[config.mk]
export PLATFORM = sky130hd
export DESIGN_NAME = seven_seg_scanner
export DESIGN_NICKNAME = d
export VERILOG_FILES = /design/src/rtl/seven_seg_pkg.sv /design/src/rtl/refresh_tick_gen.sv /design/src/rtl/seven_seg_scanner.sv
export SDC_FILE = /design/constraint.sdc
export NUM_CORES = 1
export LEC_CHECK = 0
export CORE_ASPECT_RATIO = 0.6
export CORE_MARGIN = 5
export CORE_UTILIZATION = 54
export DETAILED_ROUTE_END_ITERATION = 7
export PLACE_DENSITY = 0.85
export SKIP_LAST_GASP = 1
export SLEW_MARGIN = 20
export SYNTH_ARGS = -nofsm -noshare
export SYNTH_HDL_FRONTEND = slang
export SYNTH_SLANG_ARGS = --single-unit
export TNS_END_PERCENT = 1
[constraint.sdc]
create_clock -name clock -period 1.8 [get_ports clock]
set_clock_uncertainty 0.05 [all_clocks]
set_input_delay 0.36 -clock clock [delete_from_list [all_inputs] [get_ports clock]]
set_output_delay 0.36 -clock clock [all_outputs]
set_load 0.02 [all_outputs]
[src/rtl/seven_seg_pkg.sv]
// Shared definitions for the 4-digit seven-segment display path.
// Used by the anode scanner and the downstream segment decoder.
package seven_seg_pkg;

   localparam int NUM_DIGITS = 4;

   typedef logic [1:0] digit_idx_t;

   localparam logic [3:0] ANODE_OFF = 4'b1111;
   localparam logic [3:0] ANODE_D0  = 4'b1110;
   localparam logic [3:0] ANODE_D1  = 4'b1101;
   localparam logic [3:0] ANODE_D2  = 4'b1011;
   localparam logic [3:0] ANODE_D3  = 4'b0111;

   function automatic logic [3:0] anode_code(input digit_idx_t digit);
      logic [3:0] code;
      case (digit)
         2'd0:    code = ANODE_D0;
         2'd1:    code = ANODE_D1;
         2'd2:    code = ANODE_D2;
         2'd3:    code = ANODE_D3;
         default: code = ANODE_OFF;
      endcase
      return code;
   endfunction

endpackage

[src/rtl/refresh_tick_gen.sv]
// Modulo-TICKS refresh counter with enable; terminal is high while the
// counter sits at TICKS-1 and is enabled, i.e. on the edge that wraps it.
module refresh_tick_gen #(
   parameter int TICKS = 100000
) (
   input  logic                                         clock,
   input  logic                                         reset,
   input  logic                                         enable,
   output logic [((TICKS > 1) ? $clog2(TICKS) : 1)-1:0] count,
   output logic                                         terminal
);

   localparam int CW = (TICKS > 1) ? $clog2(TICKS) : 1;
   localparam logic [CW-1:0] LAST = CW'(TICKS - 1);

   logic at_last;

   assign at_last  = (count == LAST);
   assign terminal = enable && at_last;

   always_ff @(posedge clock or posedge reset) begin
      if (reset) begin
         count <= '0;
      end else if (enable) begin
         if (at_last) begin
            count <= '0;
         end else begin
            count <= count + 1'b1;
         end
      end
   end

endmodule

[src/rtl/seven_seg_scanner.sv]
// Time-multiplexed active-low anode driver for a 4-digit seven-segment display.
// Optional anti-ghosting blanking at the start of each digit window: ANODE_BLANKING_EN.
module seven_seg_scanner
   import seven_seg_pkg::*;
#(
   parameter int TICKS_PER_DIGIT = 100000,
   parameter int BLANK_TICKS     = 1000
) (
   input  logic       clock,
   input  logic       reset,
   input  logic       enable,
   input  logic [3:0] digit_mask,
   output logic [3:0] anode,
   output logic [1:0] digit_sel,
   output logic       scan_tick
);

   localparam int CW = (TICKS_PER_DIGIT > 1) ? $clog2(TICKS_PER_DIGIT) : 1;

`ifdef ANODE_BLANKING_EN
   localparam bit BLANK_ON = 1'b1;
`else
   localparam bit BLANK_ON = 1'b0;
`endif

   // With blanking off the limit is zero, so the blank compare folds to 0.
   localparam int BLANK_LEN = BLANK_ON ? BLANK_TICKS : 0;
   localparam logic [CW-1:0] BLANK_LIMIT = CW'(BLANK_LEN);

   logic [CW-1:0] count;
   logic          terminal;
   digit_idx_t    digit;
   logic          blank;
   logic [3:0]    anode_next;

   refresh_tick_gen #(
      .TICKS(TICKS_PER_DIGIT)
   ) u_tick_gen (
      .clock    (clock),
      .reset    (reset),
      .enable   (enable),
      .count    (count),
      .terminal (terminal)
   );

   always_ff @(posedge clock or posedge reset) begin
      if (reset) begin
         digit     <= '0;
         scan_tick <= 1'b0;
      end else begin
         scan_tick <= terminal;
         if (terminal) begin
            if (digit == digit_idx_t'(NUM_DIGITS - 1)) begin
               digit <= '0;
            end else begin
               digit <= digit + 2'd1;
            end
         end
      end
   end

   assign digit_sel = digit;
   assign blank     = (count < BLANK_LIMIT);

   // Built from the pre-edge digit/count, so anode trails digit_sel by a clock.
   always_comb begin
      anode_next = ANODE_OFF;
      if (digit_mask[digit] && !blank) begin
         anode_next = anode_code(digit);
      end
   end

   always_ff @(posedge clock or posedge reset) begin
      if (reset) begin
         anode <= ANODE_OFF;
      end else begin
         anode <= anode_next;
      end
   end

endmodule

Word level (Yosys, flattened, before mapping)
Cells that the tools add are included.
- register bits after elaboration: 24
- latch bits: 0
- memory bits (writable): 0
- memory bits (read-only): 0
- bits of input ports: 7
- word-level logic and storage cells: 22
- memories: 0
- $add $sub $neg: 2
- multipliers: 0
- div/mod/pow operators: 0
- magnitude comparators: 2
- equality and inequality tests: 4
- shift operators: 0
- mux-type cells: 6
- bitwise gates (word level): 0
- reductions and logical operators: 4
- operators with widths (kind ; number):
    17-bit by 1-bit adder with 17-bit output, second input constant ; 1
    17-bit == test, second input constant ; 1
    17-bit by 1-bit less-than comparator with 1-bit output, second input constant ; 1
    17-bit 2-to-1 mux ; 1
    4-bit one-hot mux with 4 select lines ; 1
    2-bit == test, second input constant ; 2
    4-bit 2-to-1 mux ; 1
    2-bit by 3-bit less-than comparator with 1-bit output, second input constant ; 1
    2-bit by 1-bit adder with 2-bit output, second input constant ; 1
    1-bit binary-select mux with 2-bit select ; 1
    2-bit by 1-bit == test with 1-bit output, second input constant ; 1
    1-bit logical AND ; 2
    2-bit zero test ; 1
    2-bit 2-to-1 mux ; 1
    1-bit zero test ; 1
    1-bit 2-to-1 mux ; 1

Logic depth before layout (Yosys ltp)
Gate-level depths: netlist of the first run.
- depth after elaboration: 4
- depth in mapped cells: 6
- gate-level depth less buffers: 5

Modules after synthesis
From an unflattened synthesis of the first run, not the netlist that was laid out.
- cells, all modules: 104
- area total of the unflattened synthesis: 1164.9 um2
- by module, submodules not included (module ; times used ; cells each ; area an instance (um2)):
    refresh_tick_gen ; 1 ; 80 ; 850.8
    seven_seg_scanner ; 1 ; 24 ; 314.1

Worst setup path after synthesis of the first run
OpenSTA, ideal clock, no wires.
- kind: input to register
- from: input port enable
- to: register u_tick_gen.count[15] in the netlist's numbering
- data arrival time: 1.543 ns
- data required time: 1.656 ns
- setup slack: 0.113 ns
- cell stages on the path: 5
- buffers on the path: 1
- path through: buf_2 nand4_4 nor4_4 mux2_2 a211oi_1
- RTL lines (item ; RTL line ; source):
    from (decl) ; seven_seg_scanner.sv:11 ; input logic enable,
    to (signal assigned) ; refresh_tick_gen.sv:28 ; count <= count + 1'b1;
    to (decl) ; refresh_tick_gen.sv:9 ; output logic [((TICKS > 1) ? $clog2(TICKS) : 1)-1:0] count,

Worst setup path in the final report of the first run
- from: register anode[1]
- to: output port anode[1]
- RTL lines (item ; RTL line ; source):
    from (decl) ; seven_seg_scanner.sv:13 ; output logic [3:0] anode,
    from (signal assigned) ; seven_seg_scanner.sv:77 ; anode <= anode_next;
No word-level cell between the ends.

==> impl_metrics.yaml, run 1 <==
die:
  start_util_pct: 55.8
  coreArea_um2: 2130
  num_io_pins: 14
  die_area_um2: 3270
  die_w_um: 70.6
  rows: 13
  die_h_um: 46.3
place:
  dp_slack_ns: -0.319
  hpwl_um: 1710
  gp_congestion: 0.839
  numPortBuffers: 13
sta:
  setup_slack_ns: 0.0149
  grt_setup_unrepaired: "true"
  drv_slew: 0
  slew_headroom_pct: 78.4
  setup-violations-final: 0
  period_share_pct: 99.2
  tightest_slew_ns: 0.320
  clock.fmax_mhz: 560
  min_period_ns: 1.79
  hold_viol: 0
pwr:
  vdd_drop_max_v: 0.000596
  leakage_uw: 0.000649
  p_per_area_nw_per_um2: 978
yosys:
  seq_area_frac_synth_pct: 50.9
  ys_warn_count: 0
  synth_area_um2: 1190
  synth_nets: 118
  synthDistinctLibCells: 25
  syn_avg_cell_area_um2: 11.3
  syn-instance-count: 105
  ys_ff_latch: 24
clock_tree:
  clkLatencyLatePin_ns: 0.27
  cts.sinks: 24
  clock_tree.root_cell: "clkbuf_8"
  cts.path.max_buffers: 2
  cts_tree: "built"
  cts-buffers-inserted: 3
  path_clk_slew_ns: 0.09
  cts-htree-levels: 1
  hold_buffers: 0
detailed_routing:
  drt_iter0_markers: 38
  wirelength_met1_um: 1020
  wl_met3_um: 107
  vias: 854
  drtAntennaViolNets: 0
  routedWlPerCell_um: 14.1
  viasPerCell: 5.37
  dr.pass1.iters: 4
  wl_um: 2240
  highest_layer: "met4"
  drc: 0
  met2WireLength_um: 1100
job:
  maxCapViolCount: 0
setup_path:
  r2r_start: "u_tick_gen.count[5]$_DFFE_PP0P_"
  end_kind: "output port"
  path_buf_inv: 1
  worstPathArrival_ns: 1.38
  crit_required_ns: 1.39
  cp_top_family: "buffers and inverters"
  slowest_stage: "clkdlybuf4s50_1"
  regToRegSetupSlack_ns: 0.03
  crit_path_start_kind: "flop"
  critical_path.max_stage_delay_ns: 0.59
  cp_max_fo: 1
  crit_cells: 1
  cp-endpoint: "anode[1]"
  reg2reg_to: "digit_sel[1]$_DFFE_PP0P_"
  cp_cell_sequence: "clkdlybuf4s50_1"
  worstSetupPathType: "flop to output port"
  critPathLaunch: "anode[1]$_DFF_PP1_"
  reg2regPathDepth: 4
final_layout:
  diodes: 0
  fin_util_pct: 69.9
  area_delta_synth_final_pct: 25.3
  num-nets-final: 143
  drive_above_1_share_pct: 20.2
grt:
  grt_max_degree: 25
  grt_pass1_wl_um: 3820
  track_usage_pct: 15.4
  grt_pass1_vias: 860
  antenna_found_initial: 0
  grt-ovfl-total: 0
outcome:
  status: "completed"
min_path:
  hold_class: "primary input to asynchronous set/reset pin"
## how the worst min path moves through the flow
stage	endpoint	slack, ns
2_1_floorplan	digit_sel[0]$_DFFE_PP0P_	0.32
3_3_place_gp	u_tick_gen.count[14]$_DFFE_PP0P_	0.43
3_5_place_dp	u_tick_gen.count[14]$_DFFE_PP0P_	0.45
4_1_cts	digit_sel[1]$_DFFE_PP0P_	0.39
5_1_grt	digit_sel[1]$_DFFE_PP0P_	0.41
6_report	u_tick_gen.count[16]$_DFFE_PP0P_	0.38
## flip-flops by register name (all words and copies together) (netlist names)
name	flops
u_tick_gen.count	17
anode	4
digit_sel	2
scan_tick	1
## logic make-up after synthesis
kind of cell	after synthesis	share of synthesized area (%)
flip-flops	24	50.9
adder cells (fa/ha/maj)	6	6.32
AND/OR/NAND/NOR	44	21.3
AO/OA/AOI/OAI	1	0.632
buffers and inverters	10	3.89
multiplexers	5	5.89
XOR/XNOR	15	11.1
## stage by stage
step	instance area, µm²	hold slack (ns)	cells	setup TNS (ns)	total power [µW]
2_1_floorplan	1190	0.322	105	0	897
3_3_place_gp	1410	0.427	155	-1.03	973
3_5_place_dp	1410	0.447	155	-1.26	993
4_1_cts	1490	0.389	159	0	1470
5_1_grt	1490	0.410	159	-0.271	1550
6_report	1490	0.377	159	0	1460
## cell usage after synthesis (all sizes together)
master / count / share of area [%]
dfrtp: 20 / 42
xnor2: 13 / 9.6
nor2: 12 / 3.8
nand2: 10 / 3.2
nand4: 8 / 5.5
inv: 7 / 2.2
nor4: 7 / 4.9
ha: 6 / 6.3
dfstp: 4 / 8.8
mux2: 3 / 3.2
nor3: 3 / 1.3
buf: 2 / 1.4
xor2: 2 / 1.5
a211oi: 1 / 0.63
and3: 1 / 0.53
and4: 1 / 0.74
clkbuf: 1 / 0.32
mux2i: 1 / 0.84
mux4: 1 / 1.9
nand3: 1 / 0.42
nand4bb: 1 / 0.95
## layout make-up
cell class | instances | area (µm²)
clock inverter | 1 | 30.0
timing repair buffer | 23 | 205
clock buffer | 3 | 41.3
tap | 30 | 37.5
fill | 160 | 642
inverter | 7 | 26.3
sequential | 24 | 606
multi-input combinational | 71 | 543
## layout by cell type, fill, tap and decap left out, types with 4 or more instances in the layout
master           instances
nand2_1                 10
inv_1                    7
xnor2_1                 13
dfstp_2                  4
buf_4                   10
dfrtp_1                 20
clkdlybuf4s50_1         13
nor4_1                   6
ha_1                     6
nor2_1                  12
nand4_1                  7
## metal layers
metal / up-vias / global-route usage [%]
met5: - / 0
li1: 406 / -
met1: 432 / 19.2
met2: 14 / 26.2
met3: 2 / 5.88
met4: 0 / 3.37
## power by group
| part | internal [µW] | switching [µW] | total [µW] |
|---|---|---|---|
| registers | 618 | 107 | 725 |
| clock network | 298 | 176 | 473 |
| logic | 128 | 129 | 257 |
| total | 1040 | 411 | 1460 |
## repair_timing
| item | 4_1_cts | 5_1_grt |
|---|---|---|
| endpoints found under the setup margin | 1 | 9 |
| buffers inserted | 0 | 0 |
| resized for setup | 1 | 1 |
(Power assumes the default switching activity.)
==> run 2: changes to the inputs <==
--- a/config.mk
+++ b/config.mk
@@ -5,11 +5,12 @@
 export SDC_FILE = /design/constraint.sdc
 export NUM_CORES = 1
 export LEC_CHECK = 0
+export ABC_CLOCK_PERIOD_IN_PS = 1800
 export CORE_ASPECT_RATIO = 0.6
 export CORE_MARGIN = 5
 export CORE_UTILIZATION = 54
 export DETAILED_ROUTE_END_ITERATION = 7
-export PLACE_DENSITY = 0.85
+export PLACE_DENSITY = 0.77
 export SKIP_LAST_GASP = 1
 export SLEW_MARGIN = 20
 export SYNTH_ARGS = -nofsm -noshare
==> constraint.sdc (replaced) <==
create_clock -name clock -period 1.8 [get_ports clock]
set_clock_uncertainty 0.05 [all_clocks]
set_input_delay 0.36 -clock clock [delete_from_list [all_inputs] [get_ports clock]]
set_output_delay 0.36 -clock clock [all_outputs]
set_load 0.05 [all_outputs]
==> impl_metrics.yaml, run 2 (same netlist as run 1, synthesis figures left out) <==
pwr:
  p_sw_uw: 404
  p_clk_share_pct: 24.8
  seq_power_share_pct: 55.8
  p_int_uw: 903
  vdd_drop_max_v: 0.000605
  leakage_uw: 0.000656
  power_uw: 1310
  combPwrFrac_pct: 19.4
  p_per_area_nw_per_um2: 876
  switching_share_pct: 30.9
die:
  rows: 13
  num_io_pins: 14
  die_area_um2: 3270
  die_h_um: 46.3
  start_util_pct: 55.8
  die_w_um: 70.6
  coreArea_um2: 2130
grt:
  grtUsageMet3_pct: 5.45
  grt_pass1_vias: 849
  grt-ovfl-total: 0
  grt_pass1_wl_um: 3910
  grtUsageMet2_pct: 28.4
  track_usage_pct: 16.2
  top_usage_layer: "met2"
  grt_max_degree: 25
  antenna_found_initial: 0
  use_met1_pct: 18.4
final_layout:
  area_delta_synth_final_pct: 25.6
  num-nets-final: 141
  diodes: 0
  stdcell_count: 157
  fin_util_pct: 70.1
  largest_reg_flops: 17
  drive_above_1_share_pct: 22.8
  final_common_cell: "dfrtp_1"
  regMostFlops: "u_tick_gen.count"
  mostFrequentLayoutCells: "dfrtp_1, xnor2_1, nor2_1"
place:
  dp_cells: 153
  gp_congestion: 0.835
  hpwl_um: 1680
  dp_slack_ns: -0.251
  numPortBuffers: 13
setup_path:
  path_buf_inv: 1
  slowest_stage: "clkdlybuf4s50_1"
  critical_path.max_stage_delay_ns: 0.52
  worstSetupPathType: "primary input to flop"
  cp_top_family: "buffers and inverters"
  crit_required_ns: 1.93
  worstPathArrival_ns: 1.90
  cp_max_fo: 4
  end_kind: "flop"
  cp_cell_sequence: "clkdlybuf4s50_1 > nand4_4 > nor4_4 > mux2_2 > a211oi_1"
  crit_path_start_kind: "primary input"
min_path:
  hold_class: "primary input to asynchronous set/reset pin"
clock_tree:
  cts.path.max_buffers: 2
  cts_tree: "built"
  clock_tree.root_cell: "clkbuf_8"
  path_clk_slew_ns: 0.08
  post_cts_buffers: 0
  cts-buffers-inserted: 3
  cts-htree-levels: 1
  clkLatencyLatePin_ns: 0.27
  cts.sinks: 24
sta:
  setup_slack_ns: 0.0355
  clock.fmax_mhz: 567
  setup-violations-final: 0
  min_period_ns: 1.76
  slew_headroom_pct: 75.9
  drv_slew: 0
  period_share_pct: 98.0
  tightest_slew_ns: 0.361
  hold_viol: 0
  grt_setup_unrepaired: "true"
detailed_routing:
  wl_um: 2210
  drc: 0
  drtAntennaViolNets: 0
  viasPerCell: 5.23
  drt_iter0_markers: 36
  vias: 821
  routedWlPerCell_um: 14.0
  dr.pass1.iters: 2
job:
  maxCapViolCount: 0
outcome:
  status: "completed"
-- run 2: layer usage --
layer  wire [µm]  up-vias
met4          55        0
met1         977      402
li1            -      400
met3         101        7
met5           0        -
met2        1070       12
-- run 2: path summary, 6_finish.rpt --
kind	from	endpoint	slack, ns	cells after the start
max in group asynchronous	reset	anode[2]$_DFF_PP1_	1.02	3
min reg2reg	u_tick_gen.count[14]$_DFFE_PP0P_	u_tick_gen.count[14]$_DFFE_PP0P_	0.46	1
max reg2reg	u_tick_gen.count[6]$_DFFE_PP0P_	u_tick_gen.count[15]$_DFFE_PP0P_	0.08	4
min	reset	u_tick_gen.count[5]$_DFFE_PP0P_	0.40	3
min in group clock	u_tick_gen.count[14]$_DFFE_PP0P_	u_tick_gen.count[14]$_DFFE_PP0P_	0.46	1
max	enable	u_tick_gen.count[15]$_DFFE_PP0P_	0.04	5
-- run 2: timing repair --
item	4_1_cts	5_1_grt
hold buffers	0	0
setup endpoints to repair	0	2
resized for setup	0	1
-- run 2: per-stage QoR --
stage               instance area (µm²)  TNS [ns]  hold WS (ns)
floorplan                          1190         0         0.322
global placement                   1440     -1.10         0.438
detailed placement                 1440     -1.24         0.438
CTS                                1490         0         0.398
global route                       1490   -0.0353         0.443
finish                             1490         0         0.396
-- run 2: tightest hold or removal path, delay by kind of cell --
kind,cells,cell delay (ns)
buffers and inverters,3,0.74
-- run 2: power groups by stage --
stage / sequential, µW / clock (µW) / combinational [µW]
after floorplan: 721 / 0 / 179
after global placement: 734 / 0 / 243
after CTS: 730 / 330 / 257
final: 729 / 324 / 254
after detailed placement: 740 / 0 / 255
after global routing: 743 / 362 / 285
-- run 2: layout make-up --
type	count	area (µm²)
fill	161	638
sequential	24	606
multi-input combinational	71	543
timing repair buffer	21	235
clock buffer	4	45.0
tap	30	37.5
inverter	7	26.3
==> run 3: changes to the inputs <==
--- a/config.mk
+++ b/config.mk
@@ -7,13 +7,14 @@
 export LEC_CHECK = 0
 export ABC_CLOCK_PERIOD_IN_PS = 1800
 export CORE_ASPECT_RATIO = 0.6
-export CORE_MARGIN = 5
-export CORE_UTILIZATION = 54
+export CORE_MARGIN = 2
+export CORE_UTILIZATION = 53
 export DETAILED_ROUTE_END_ITERATION = 7
-export PLACE_DENSITY = 0.77
+export PLACE_DENSITY = 0.76
 export SKIP_LAST_GASP = 1
 export SLEW_MARGIN = 20
 export SYNTH_ARGS = -nofsm -noshare
 export SYNTH_HDL_FRONTEND = slang
+export SYNTH_HIERARCHICAL = 1
 export SYNTH_SLANG_ARGS = --single-unit
 export TNS_END_PERCENT = 1
==> impl_metrics.yaml, run 3 <==
outcome:
  status: "complete, but fails checks"
  failed_checks: "setup timing"
sta:
  min_period_ns: 1.87
  fin_hold_ws_ns: 0.232
  tightest_slew_ns: 0.399
  setup_slack_ns: -0.0692
  grt_setup_unrepaired: "true"
  clock.fmax_mhz: 535
  setup-violations-final: 11
  hold_viol: 0
  drv_slew: 0
  period_share_pct: 104
  slew_headroom_pct: 73.2
detailed_routing:
  routedWlPerCell_um: 16.7
  highest_layer: "met4"
  met2WireLength_um: 1490
  viasPerCell: 5.29
  vias: 952
  wirelength_met1_um: 1300
  dr.pass1.iters: 4
  drt_iter0_markers: 71
  drc: 0
  wl_um: 3010
  wl_met3_um: 138
  drtAntennaViolNets: 0
yosys:
  synth_edf_count: 0
  synth_flop_cell: "dfrtp_1"
  yosysTopAreaCellShare_pct: 43.0
  synth_area_um2: 1160
  syn-instance-count: 104
  synth_commonest_cells: "dfrtp_1, nand2_1, nor2_1, xnor2_1, ha_1"
  syn_avg_cell_area_um2: 11.2
  synthDistinctLibCells: 26
  ys_ff_latch: 24
  yosysMostFrequentCell: "dfrtp_1"
  ys_warn_count: 6
  synth_top_cell_by_area: "dfrtp_1"
  synth_nets: 117
  seq_area_frac_synth_pct: 52.0
  async_flop_share_pct: 100
  synth_area_leaders: "dfrtp_1, dfstp_2, xnor2_1"
setup_path:
  reg2reg_to: "digit_sel[0]$_DFFE_PP0P_"
  worstSetupPathType: "flop to flop"
  critical_path.max_stage_delay_ns: 0.52
  cp_top_family: "simple AND/OR/NAND/NOR gates"
  worstPathArrival_ns: 2.08
  end_kind: "flop"
  r2r_start: "u_tick_gen/count[6]$_DFFE_PP0P_"
  crit_path_start_kind: "flop"
  regToRegSetupSlack_ns: -0.07
  slowest_stage: "or4b_4"
  path_buf_inv: 0
  cp_cell_sequence: "or4b_4 > nor4_4 > or3b_4 > o21ai_2"
  crit_required_ns: 2.01
  cp_max_fo: 3
  reg2regPathDepth: 4
clock_tree:
  path_clk_slew_ns: 0.13
  cts_tree: "built"
  clkLatencyLatePin_ns: 0.32
  cts.path.max_buffers: 2
  cts-htree-levels: 1
  cts.sinks: 24
  cts-buffers-inserted: 3
  clock_tree.root_cell: "clkbuf_4"
  hold_buffers: 0
final_layout:
  diodes: 0
  num-fill-cells: 131
  regMostFlops: "u_tick_gen/count"
  final_common_cell: "buf_4"
  num-nets-final: 164
  largest_reg_flops: 17
  drive_above_1_share_pct: 38.0
  register_area_um2: 607
  multi_input_area_um2: 573
  mostFrequentLayoutCells: "buf_4, dfrtp_1, nand2_1"
  area_delta_synth_final_pct: 44.4
  fin_util_pct: 79.5
  final_area_um2: 1680
grt:
  grt_max_degree: 18
  track_usage_pct: 27.3
  antenna_found_initial: 0
  grt_pass1_wl_um: 4820
  grt-ovfl-total: 0
  grt_pass1_vias: 962
die:
  start_util_pct: 55.1
  die_area_um2: 2600
  die_w_um: 64.5
  die_h_um: 40.3
  num_io_pins: 14
  rows: 13
  coreArea_um2: 2110
pwr:
  vdd_drop_max_v: 0.000679
  p_per_area_nw_per_um2: 870
  leakage_uw: 0.000785
place:
  numPortBuffers: 13
  hpwl_um: 2110
  place_area_um2: 1580
  dp_slack_ns: -0.180
  gp_congestion: 0.846
job:
  maxCapViolCount: 0
min_path:
  hold_class: "primary input to asynchronous set/reset pin"
[run 3: worst reg2reg max path, stage by stage, from the launching register on]
cell	delay (ns)
dfrtp_2	0.47
or4b_4	0.52
nor4_4	0.31
or3b_4	0.41
o21ai_2	0.06
[run 3: area by class of cell]
type | count | share of cell area [%]
clock buffer | 3 | 1.34
tap | 30 | 2.23
multi-input combinational | 75 | 34.1
sequential | 24 | 36.1
clock inverter | 1 | 1.79
inverter | 5 | 1.12
timing repair buffer | 42 | 23.4
[run 3: where the power goes]
group / internal [µW] / switching, µW / total, µW
registers: 618 / 77.8 / 696
clock network: 225 / 157 / 382
logic: 208 / 177 / 385
[run 3: cells by family after synthesis]
logic type / Yosys count / share of synthesized area, %
muxes: 2 / 2.79
xor gates and xnor gates: 14 / 10.5
adders and majority gates: 6 / 6.44
and+or+nand+nor: 47 / 23.3
AOI/OAI and AO/OA: 6 / 3.33
buffers and inverters: 5 / 1.61
DFF: 24 / 52.0
[run 3: how the worst max path moves through the flow]
stage | start | end | slack [ns] | cells past startpoint
6_report | u_tick_gen/count[6]$_DFFE_PP0P_ | digit_sel[0]$_DFFE_PP0P_ | -0.07 | 4
5_1_grt | u_tick_gen/count[5]$_DFFE_PP0P_ | digit_sel[0]$_DFFE_PP0P_ | -0.12 | 4
4_1_cts | u_tick_gen/count[4]$_DFFE_PP0P_ | digit_sel[0]$_DFFE_PP0P_ | -0.04 | 5
3_5_place_dp | enable | u_tick_gen/count[13]$_DFFE_PP0P_ | -0.18 | 5
3_3_place_gp | enable | u_tick_gen/count[16]$_DFFE_PP0P_ | -0.13 | 6
2_1_floorplan | u_tick_gen/count[5]$_DFFE_PP0P_ | digit_sel[0]$_DFFE_PP0P_ | -0.10 | 4
[run 3: routing by layer]
metal | vias up | track usage, %
met4 | 0 | 11.7
met1 | 466 | 34.2
li1 | 450 | -
met3 | 8 | 4.49
met2 | 28 | 49.2
met5 | - | 0
[run 3: what timing repair did]
item | CTS | global route
gates cloned | 0 | 0
setup buffers | 5 | 0
gates resized for setup | 2 | 2
endpoints found under the setup margin | 3 | 12
pin swaps | 4 | 2
[run 3: stage by stage]
stage | power (µW) | std cells | TNS, ns
final | 1460 | 180 | -0.339
after floorplan | 871 | 104 | -0.103
after global placement | 1020 | 171 | -1.13
after detailed placement | 1050 | 171 | -1.63
after global routing | 1540 | 180 | -0.777
after CTS | 1470 | 180 | -0.0582
